[src/rtl/ece385_io_pkg.sv]
// ece385_io_pkg: constants shared by the ece385 input PIO.
//   ADDR_*  : word addresses of the slave registers
//   EDGE_*  : encodings for the EDGE_TYPE parameter of ece385_io_key
package ece385_io_pkg;

   localparam logic [2:0] ADDR_DATA    = 3'd0;
   localparam logic [2:0] ADDR_IRQMASK = 3'd2;
   localparam logic [2:0] ADDR_EDGECAP = 3'd3;

   localparam int unsigned EDGE_RISING  = 0;
   localparam int unsigned EDGE_FALLING = 1;
   localparam int unsigned EDGE_ANY     = 2;

endpackage

[src/rtl/ece385_input_debounce.sv]
// ece385_input_debounce: one asynchronous input bit through a 2-flop
// synchronizer and a debounce counter.
//   clk, reset_n : system clock, asynchronous active-low reset
//   in_async     : raw board input
//   stable       : debounced level; takes a new value only after the
//                  synchronized input has differed from it for
//                  DEBOUNCE_CYCLES consecutive cycles (0 = follow directly)
module ece385_input_debounce #(
   parameter int unsigned DEBOUNCE_CYCLES = 500000
) (
   input  logic clk,
   input  logic reset_n,
   input  logic in_async,
   output logic stable
);

   localparam int unsigned CNT_W = (DEBOUNCE_CYCLES < 1) ? 1 : $clog2(DEBOUNCE_CYCLES + 1);
   // Count value on the cycle the mismatch reaches DEBOUNCE_CYCLES.
   localparam logic [CNT_W-1:0] CNT_LAST =
      (DEBOUNCE_CYCLES < 1) ? '0 : CNT_W'(DEBOUNCE_CYCLES - 1);

   logic             sync1_q, sync1_d;
   logic             sync2_q, sync2_d;
   logic             stable_q, stable_d;
   logic [CNT_W-1:0] cnt_q, cnt_d;

   always_comb begin
      sync1_d  = in_async;
      sync2_d  = sync1_q;
      stable_d = stable_q;
      cnt_d    = '0;
      if (DEBOUNCE_CYCLES == 0) begin
         stable_d = sync2_q;
      end else if (sync2_q != stable_q) begin
         if (cnt_q == CNT_LAST) begin
            stable_d = sync2_q;
         end else begin
            cnt_d = cnt_q + CNT_W'(1);
         end
      end
   end

   always_ff @(posedge clk or negedge reset_n) begin
      if (!reset_n) begin
         sync1_q  <= 1'b0;
         sync2_q  <= 1'b0;
         stable_q <= 1'b0;
         cnt_q    <= '0;
      end else begin
         sync1_q  <= sync1_d;
         sync2_q  <= sync2_d;
         stable_q <= stable_d;
         cnt_q    <= cnt_d;
      end
   end

   assign stable = stable_q;

endmodule

[src/rtl/ece385_io_key.sv]
// ece385_io_key: Avalon-MM slave input PIO for push-buttons / switches.
//   clk, reset_n : system clock, asynchronous active-low reset
//   address      : word address (0 data RO, 2 irqmask RW, 3 edgecapture W1C)
//   chipselect   : slave select
//   write_n      : active-low write strobe
//   writedata    : write data (low WIDTH bits used)
//   in_port      : asynchronous board inputs, debounced per bit
//   readdata     : registered read data, latency 1, zero-extended
//   irq          : level interrupt, |(edgecapture & irqmask), registered
module ece385_io_key
   import ece385_io_pkg::*;
#(
   parameter int unsigned WIDTH           = 4,
   parameter int unsigned DEBOUNCE_CYCLES = 500000,
   parameter int unsigned EDGE_TYPE       = 1
) (
   input  logic             clk,
   input  logic             reset_n,
   input  logic [2:0]       address,
   input  logic             chipselect,
   input  logic             write_n,
   input  logic [31:0]      writedata,
   input  logic [WIDTH-1:0] in_port,
   output logic [31:0]      readdata,
   output logic             irq
);

   logic [WIDTH-1:0] stable;
   logic [WIDTH-1:0] stable_dly_q, stable_dly_d;
   logic [WIDTH-1:0] irqmask_q, irqmask_d;
   logic [WIDTH-1:0] edgecap_q, edgecap_d;
   logic [31:0]      readdata_q, readdata_d;
   logic             irq_q, irq_d;
   logic [WIDTH-1:0] edge_hit;
   logic [WIDTH-1:0] w1c;
   logic             wr_en;
   logic             unused_wdata;

   // Upper writedata bits are don't-care for a narrow port.
   assign unused_wdata = ^writedata;

   for (genvar g = 0; g < WIDTH; g++) begin : g_bit
      ece385_input_debounce #(
         .DEBOUNCE_CYCLES(DEBOUNCE_CYCLES)
      ) u_debounce (
         .clk      (clk),
         .reset_n  (reset_n),
         .in_async (in_port[g]),
         .stable   (stable[g])
      );
   end

   always_comb begin
      stable_dly_d = stable;
      wr_en        = chipselect && !write_n;

      if (EDGE_TYPE == EDGE_RISING) begin
         edge_hit = stable & ~stable_dly_q;
      end else if (EDGE_TYPE == EDGE_FALLING) begin
         edge_hit = ~stable & stable_dly_q;
      end else begin
         edge_hit = stable ^ stable_dly_q;
      end

      irqmask_d = irqmask_q;
      if (wr_en && (address == ADDR_IRQMASK)) begin
         irqmask_d = writedata[WIDTH-1:0];
      end

      w1c = '0;
      if (wr_en && (address == ADDR_EDGECAP)) begin
         w1c = writedata[WIDTH-1:0];
      end
      // OR-ing the new edge after the clear lets a same-cycle edge win.
      edgecap_d = (edgecap_q & ~w1c) | edge_hit;

      case (address)
         ADDR_DATA:    readdata_d = 32'(stable);
         ADDR_IRQMASK: readdata_d = 32'(irqmask_q);
         ADDR_EDGECAP: readdata_d = 32'(edgecap_q);
         default:      readdata_d = '0;
      endcase

      irq_d = |(edgecap_q & irqmask_q);
   end

   always_ff @(posedge clk or negedge reset_n) begin
      if (!reset_n) begin
         stable_dly_q <= '0;
         irqmask_q    <= '0;
         edgecap_q    <= '0;
         readdata_q   <= '0;
         irq_q        <= 1'b0;
      end else begin
         stable_dly_q <= stable_dly_d;
         irqmask_q    <= irqmask_d;
         edgecap_q    <= edgecap_d;
         readdata_q   <= readdata_d;
         irq_q        <= irq_d;
      end
   end

   assign readdata = readdata_q;
   assign irq      = irq_q;

endmodule

[config.mk]
export PLATFORM = sky130hd
export DESIGN_NAME = ece385_io_key
export DESIGN_NICKNAME = d
export VERILOG_FILES = /design/src/rtl/ece385_io_pkg.sv /design/src/rtl/ece385_input_debounce.sv /design/src/rtl/ece385_io_key.sv
export SDC_FILE = /design/constraint.sdc
export NUM_CORES = 1
export LEC_CHECK = 0
export CAP_MARGIN = 25
export CORE_MARGIN = 1
export CORE_UTILIZATION = 40
export CTS_CLUSTER_SIZE = 14
export DETAILED_ROUTE_END_ITERATION = 16
export GPL_ROUTABILITY_DRIVEN = 0
export HOLD_SLACK_MARGIN = 0.05
export SETUP_SLACK_MARGIN = 0.1
export SYNTH_ARGS = -nofsm -noshare
export SYNTH_HDL_FRONTEND = slang
export SYNTH_SLANG_ARGS = --single-unit
[constraint.sdc]
create_clock -name clk -period 6.3 [get_ports clk]
set_input_delay 1.26 -clock clk [delete_from_list [all_inputs] [get_ports clk]]
set_output_delay 1.26 -clock clk [all_outputs]
set_load 0.03 [all_outputs]
==> impl_metrics.json, run 1 <==
{
  "grt_max_degree": 60,
  "syn-cell-area_sq_um": 5050,
  "rows": 40,
  "drt_wl_total_um": 9000,
  "setup_viol": 0,
  "synthTopCellsByCount": "105 x dfrtp_1, 67 x nor2_1, 34 x nand2_1",
  "async_reset_ff_share_pct": 100,
  "ir_worst_vdd_mv": 0.134,
  "core_area_sq_um": 12200,
  "startpoint_type": "primary input",
  "tightest_slew_ns": 0.739,
  "route.layer.met1.wl_um": 4530,
  "hold_slack_ns": 0.352,
  "cts_max_path_buffers": 2,
  "synth_cell_types": 42,
  "clk_pin_slew_ns": 0.07,
  "fillCellCount": 1158,
  "ys_seq_area_share_pct": 52.0,
  "yosysMostFrequentCell": "dfrtp_1",
  "postSynthAreaPerCell_sq_um": 10.1,
  "dr.pass1.iters": 4,
  "cts_tree": "built",
  "initial_core_util_pct": 41.5,
  "synth_top_area_share_pct": 52.0,
  "yosysTopAreaCell": "dfrtp_1",
  "grt_pass1_vias": 3208,
  "p_comb_share_pct": 6.5,
  "final_max_slew_viol_count": 0,
  "reg2reg_slack_ns": 4.14,
  "vias": 3485,
  "netlist_instances": 500,
  "synth-edff-count": 0,
  "post_cts_buffers": 0,
  "ios": 76,
  "p_int_mw": 1.01,
  "fin_crit_ns": 2.63,
  "area_delta_synth_final_pct": 10.6,
  "met2RoutedLength_um": 4050,
  "nets": 566,
  "top_layer": "met4",
  "hold_viol_final": 0,
  "clock_power_share_pct": 40.1,
  "drv_cap": 0,
  "worst-setup-path-type": "primary input to flip-flop",
  "fin_crit_sh_pct": 41.8,
  "grt_overflow": 0,
  "wl_met3_um": 257,
  "cts_resized": 0,
  "timing.slew.headroom_pct": 50.8,
  "final_antenna_net_count": 0,
  "synthTopCellsByArea": "dfrtp_1 52%, nor2_1 5.0%, xor2_1 4.9%, buf_4 4.2%, xnor2_1 3.6%",
  "fmax_ghz": 0.380,
  "hold_buffers": 0,
  "end_kind": "flip-flop",
  "swShare_pct": 23.6,
  "die_y_um": 114,
  "remaining_drc_errors": 0,
  "critPathRequiredTime_ns": 6.53,
  "p_seq_share_pct": 53.4,
  "fin_tns_setup_ns": 0,
  "p_leak_nw": 2.34,
  "die_x_um": 114,
  "antenna_found_initial": 0,
  "p_per_area_nw_per_um2": 235,
  "path_max_fanout": 5,
  "grt_first_pass_wirelength_um": 15300,
  "dp.final_hpwl_um": 6200,
  "port_buffers": 19,
  "layout-drive-gt1-share_pct": 6.12,
  "hp-class": "flip-flop to flip-flop",
  "cts_sinks": 105,
  "place_ws_ns": 3.28,
  "routedWlPerCell_um": 13.0,
  "cts.htree.levels": 3,
  "dieArea_sq_um": 13100,
  "drtIter0Drc": 159,
  "status": "finished clean",
  "switchingPower_uw": 310,
  "rsz0062_at_grt": "no",
  "synth.ff_latch_count": 105,
  "synthFlopType": "dfrtp_1",
  "num_antenna_cells": 0,
  "cts_buffers": 9,
  "grt_use_total_pct": 14.9,
  "cts-root-buf": "clkbuf_16",
  "clock_latency_ns": 0.35,
  "via_per_inst": 5.04,
  "crit_arrival_ns": 2.87,
  "worst_slack_ns": 3.67,
  "ys_warn_count": 0,
  "skew_ns": 0.00737
}
## per-stage QoR
step / cells / util, % / power [mW] / instance area, sq um
2_1_floorplan: 527 / - / 0.781 / 5150
3_3_place_gp: 676 / 43.6 / 0.800 / 5310
3_5_place_dp: 676 / 43.6 / 0.803 / 5310
4_1_cts: 691 / 45.9 / 1.34 / 5590
5_1_grt: 691 / 45.9 / 1.38 / 5590
6_report: 691 / 45.9 / 1.32 / 5590
## area by class of cell
type / instances / area [sq um] / share of cell area [%]
timing repair buffer: 22 / 210 / 3.76
sequential: 105 / 2630 / 47.0
tap: 168 / 210 / 3.76
multi-input combinational: 366 / 2200 / 39.4
clock buffer: 12 / 256 / 4.59
inverter: 15 / 56.3 / 1.01
clock inverter: 3 / 25.0 / 0.448
## critical path: stages
cell	delay [ns]
clkdlybuf4s50_1	0.48
nor3b_1	0.33
nand2_1	0.09
nor2_1	0.32
mux2_2	0.38
## kinds of logic (layout without fill, tap and decap cells)
| logic type | Yosys count | count (layout) | synth area share (%) |
|---|---|---|---|
| adder cells (fa/ha/maj) | 4 | 4 | 0.991 |
| AO/OA/AOI/OAI | 59 | 59 | 7.08 |
| other | 1 | 28 | 0.0742 |
| buffers and inverters | 56 | 52 | 6.44 |
| flip-flops | 105 | 105 | 52.0 |
| AND/OR/NAND/NOR | 214 | 214 | 22.3 |
| XOR/XNOR | 49 | 49 | 8.49 |
| multiplexers | 12 | 12 | 2.58 |
## final timing paths
kind,startpoint,end,depth (start not counted)
max in group asynchronous,reset_n,edgecap_q[1]$_DFF_PN0_,2
worst min register to register,g_bit[0].u_debounce.sync1_q$_DFF_PN0_,g_bit[0].u_debounce.sync2_q$_DFF_PN0_,0
worst min-delay path,g_bit[0].u_debounce.sync1_q$_DFF_PN0_,g_bit[0].u_debounce.sync2_q$_DFF_PN0_,0
min in group asynchronous,reset_n,g_bit[2].u_debounce.cnt_q[18]$_DFF_PN0_,1
worst max-delay path,address[2],irqmask_q[1]$_DFFE_PN0P_,5
worst max register to register,g_bit[0].u_debounce.cnt_q[11]$_DFF_PN0_,g_bit[0].u_debounce.cnt_q[5]$_DFF_PN0_,4
## power groups by stage
stage	logic (mW)	registers, mW	clock network [mW]
floorplan	0.0661	0.715	0
global placement	0.0859	0.714	0
detailed placement	0.0874	0.716	0
CTS	0.0876	0.702	0.548
global route	0.0961	0.704	0.577
finish	0.0860	0.702	0.527
## sequential cells by signal, indices dropped and copies added, names as in the netlist
register,count
g_bit.u_debounce.sync1_q,4
g_bit.u_debounce.stable,4
irqmask_q,4
g_bit.u_debounce.cnt_q,76
stable_dly_q,4
edgecap_q,4
g_bit.u_debounce.sync2_q,4
readdata,4
irq,1
## cells in the final DEF (no fill, tap or decap), drive strengths merged, types with 2 or more instances in the layout
| cell | instances |
|---|---|
| and3 | 9 |
| nor2 | 67 |
| or4b | 2 |
| or4 | 14 |
| and2 | 7 |
| xor2 | 28 |
| a22oi | 2 |
| mux2i | 4 |
| nand4bb | 2 |
| a21oi | 23 |
| xnor2 | 21 |
| inv | 16 |
| dfrtp | 105 |
| o31ai | 9 |
| and4 | 8 |
| ha | 4 |
| o21ai | 17 |
| or3 | 14 |
| nor4 | 5 |
| clkdlybuf4s50 | 18 |
| nand3 | 22 |
| conb | 28 |
| a22o | 4 |
| buf | 4 |
| nand4 | 20 |
| nand2 | 34 |
| nor4bb | 2 |
| a31oi | 4 |
| nor3 | 5 |
| clkbuf | 12 |
| mux2 | 8 |
## routing by layer
layer  vias up  GRT usage, %
met5         -             0
met4         0          6.75
met3        10          3.07
met2        68          22.6
met1      1675          20.7
li1       1732             -
Power figures use the tool's default switching activity.
==> inputs of run 2 (changes only) <==
==> constraint.sdc (replaced) <==
create_clock -name clk -period 2.5 [get_ports clk]
set_input_delay 0.5 -clock clk [delete_from_list [all_inputs] [get_ports clk]]
set_output_delay 0.5 -clock clk [all_outputs]
set_load 0.03 [all_outputs]
==> impl_metrics.json, run 2 (same netlist as run 1, synthesis figures left out) <==
{
  "post_cts_buffers": 0,
  "cts-root-buf": "clkbuf_16",
  "hp-class": "primary input to asynchronous set/reset pin",
  "rows": 40,
  "largest_register_ffs": 76,
  "antenna_found_initial": 2,
  "rsz0062_at_grt": "no",
  "final_max_slew_viol_count": 0,
  "drt_wl_total_um": 8850,
  "total_power_mw": 3.36,
  "cts_tree": "built",
  "place_ws_ns": 0.278,
  "ir_worst_vdd_mv": 0.337,
  "area_delta_synth_final_pct": 11.5,
  "crit_arrival_ns": 2.40,
  "fin_crit_sh_pct": 87.1,
  "hold_buffers": 0,
  "die_y_um": 114,
  "skew_ns": 0.00531,
  "clock_latency_ns": 0.36,
  "vias": 3482,
  "top_register": "g_bit.u_debounce.cnt_q",
  "final_common_cell": "dfrtp_1",
  "critPathRequiredTime_ns": 2.72,
  "cts_max_path_buffers": 2,
  "grt_first_pass_wirelength_um": 15100,
  "grt_overflow": 0,
  "nets": 570,
  "drtIter0Drc": 165,
  "core_area_sq_um": 12200,
  "remaining_drc_errors": 0,
  "grt_max_degree": 106,
  "worst_slack_ns": 0.323,
  "hold_viol_final": 0,
  "cts_resized": 0,
  "cts_sinks": 105,
  "cts_buffers": 9,
  "status": "finished clean",
  "clk_pin_slew_ns": 0.07,
  "die_x_um": 114,
  "tightest_slew_ns": 0.572,
  "port_buffers": 19,
  "timing.slew.headroom_pct": 61.9,
  "p_per_area_nw_per_um2": 596,
  "fillCellCount": 1112,
  "dr.pass1.iters": 4,
  "layout_common_cells": "105 x dfrtp_1, 67 x nor2_1, 34 x nand2_1",
  "p_leak_nw": 2.36,
  "num_antenna_cells": 0,
  "fin_crit_ns": 2.18,
  "worst-setup-path-type": "flip-flop to flip-flop",
  "ios": 76,
  "startpoint_type": "flip-flop",
  "final_antenna_net_count": 0,
  "setup_viol": 0,
  "end_kind": "flip-flop",
  "dp.final_hpwl_um": 5990,
  "routedWlPerCell_um": 12.7,
  "initial_core_util_pct": 41.5,
  "drv_cap": 0,
  "via_per_inst": 5.00,
  "cts.htree.levels": 3,
  "fmax_ghz": 0.459,
  "layout-drive-gt1-share_pct": 7.20,
  "path_max_fanout": 18,
  "grt_use_total_pct": 14.8,
  "dieArea_sq_um": 13100,
  "grt_pass1_vias": 3279,
  "fin_tns_setup_ns": 0
}
run 2: path summary, 6_finish.rpt:
path | from | end | slack (ns) | cells after the start
setup / recovery | g_bit[0].u_debounce.cnt_q[11]$_DFF_PN0_ | g_bit[0].u_debounce.cnt_q[8]$_DFF_PN0_ | 0.32 | 4
min in group clk | g_bit[3].u_debounce.sync1_q$_DFF_PN0_ | g_bit[3].u_debounce.sync2_q$_DFF_PN0_ | 0.35 | 0
setup reg to reg | g_bit[0].u_debounce.cnt_q[11]$_DFF_PN0_ | g_bit[0].u_debounce.cnt_q[8]$_DFF_PN0_ | 0.32 | 4
hold / removal | reset_n | g_bit[2].u_debounce.cnt_q[18]$_DFF_PN0_ | 0.18 | 2
hold reg to reg | g_bit[3].u_debounce.sync1_q$_DFF_PN0_ | g_bit[3].u_debounce.sync2_q$_DFF_PN0_ | 0.35 | 0
max in group asynchronous | reset_n | g_bit[3].u_debounce.cnt_q[13]$_DFF_PN0_ | 1.88 | 2
run 2: per-stage QoR:
| stage | std cells | area [sq um] | hold WS (ns) | utilization [%] |
|---|---|---|---|---|
| global placement | 680 | 5350 | 0.336 | 44.0 |
| detailed placement | 680 | 5350 | 0.337 | 44.0 |
| floorplan | 527 | 5150 | 0.204 | - |
| finish | 696 | 5630 | 0.181 | 46.3 |
| CTS | 696 | 5630 | 0.239 | 46.3 |
| global route | 696 | 5630 | 0.257 | 46.3 |
run 2: area by class of cell:
type / instances / area (sq um) / share of cell area, %
timing repair buffer: 26 / 253 / 4.49
clock buffer: 10 / 239 / 4.24
sequential: 105 / 2630 / 46.6
tap: 168 / 210 / 3.73
clock inverter: 6 / 47.5 / 0.844
multi-input combinational: 366 / 2200 / 39.1
inverter: 15 / 56.3 / 0.999
run 2: power breakdown:
part           internal, mW  switching [mW]  total (mW)  leakage, nW
registers              1.74          0.0313        1.77         1.43
logic                0.0710           0.152       0.223        0.793
clock network         0.715           0.653        1.37        0.140
run 2: critical path, cell delays in order (launching register included):
cell and delay [ns]:
dfrtp_1 0.45, or4b_1 0.52, or4_4 0.55, o21ai_4 0.42
nor2_1 0.11
run 2: layer usage:
metal  GRT usage (%)  up-vias  wire [um]
li1                -     1741          -
met1            19.8     1661       4320
met2            21.9       60       3990
met3            4.61       16        368
met4            6.67        4        148
met5               0        -         23
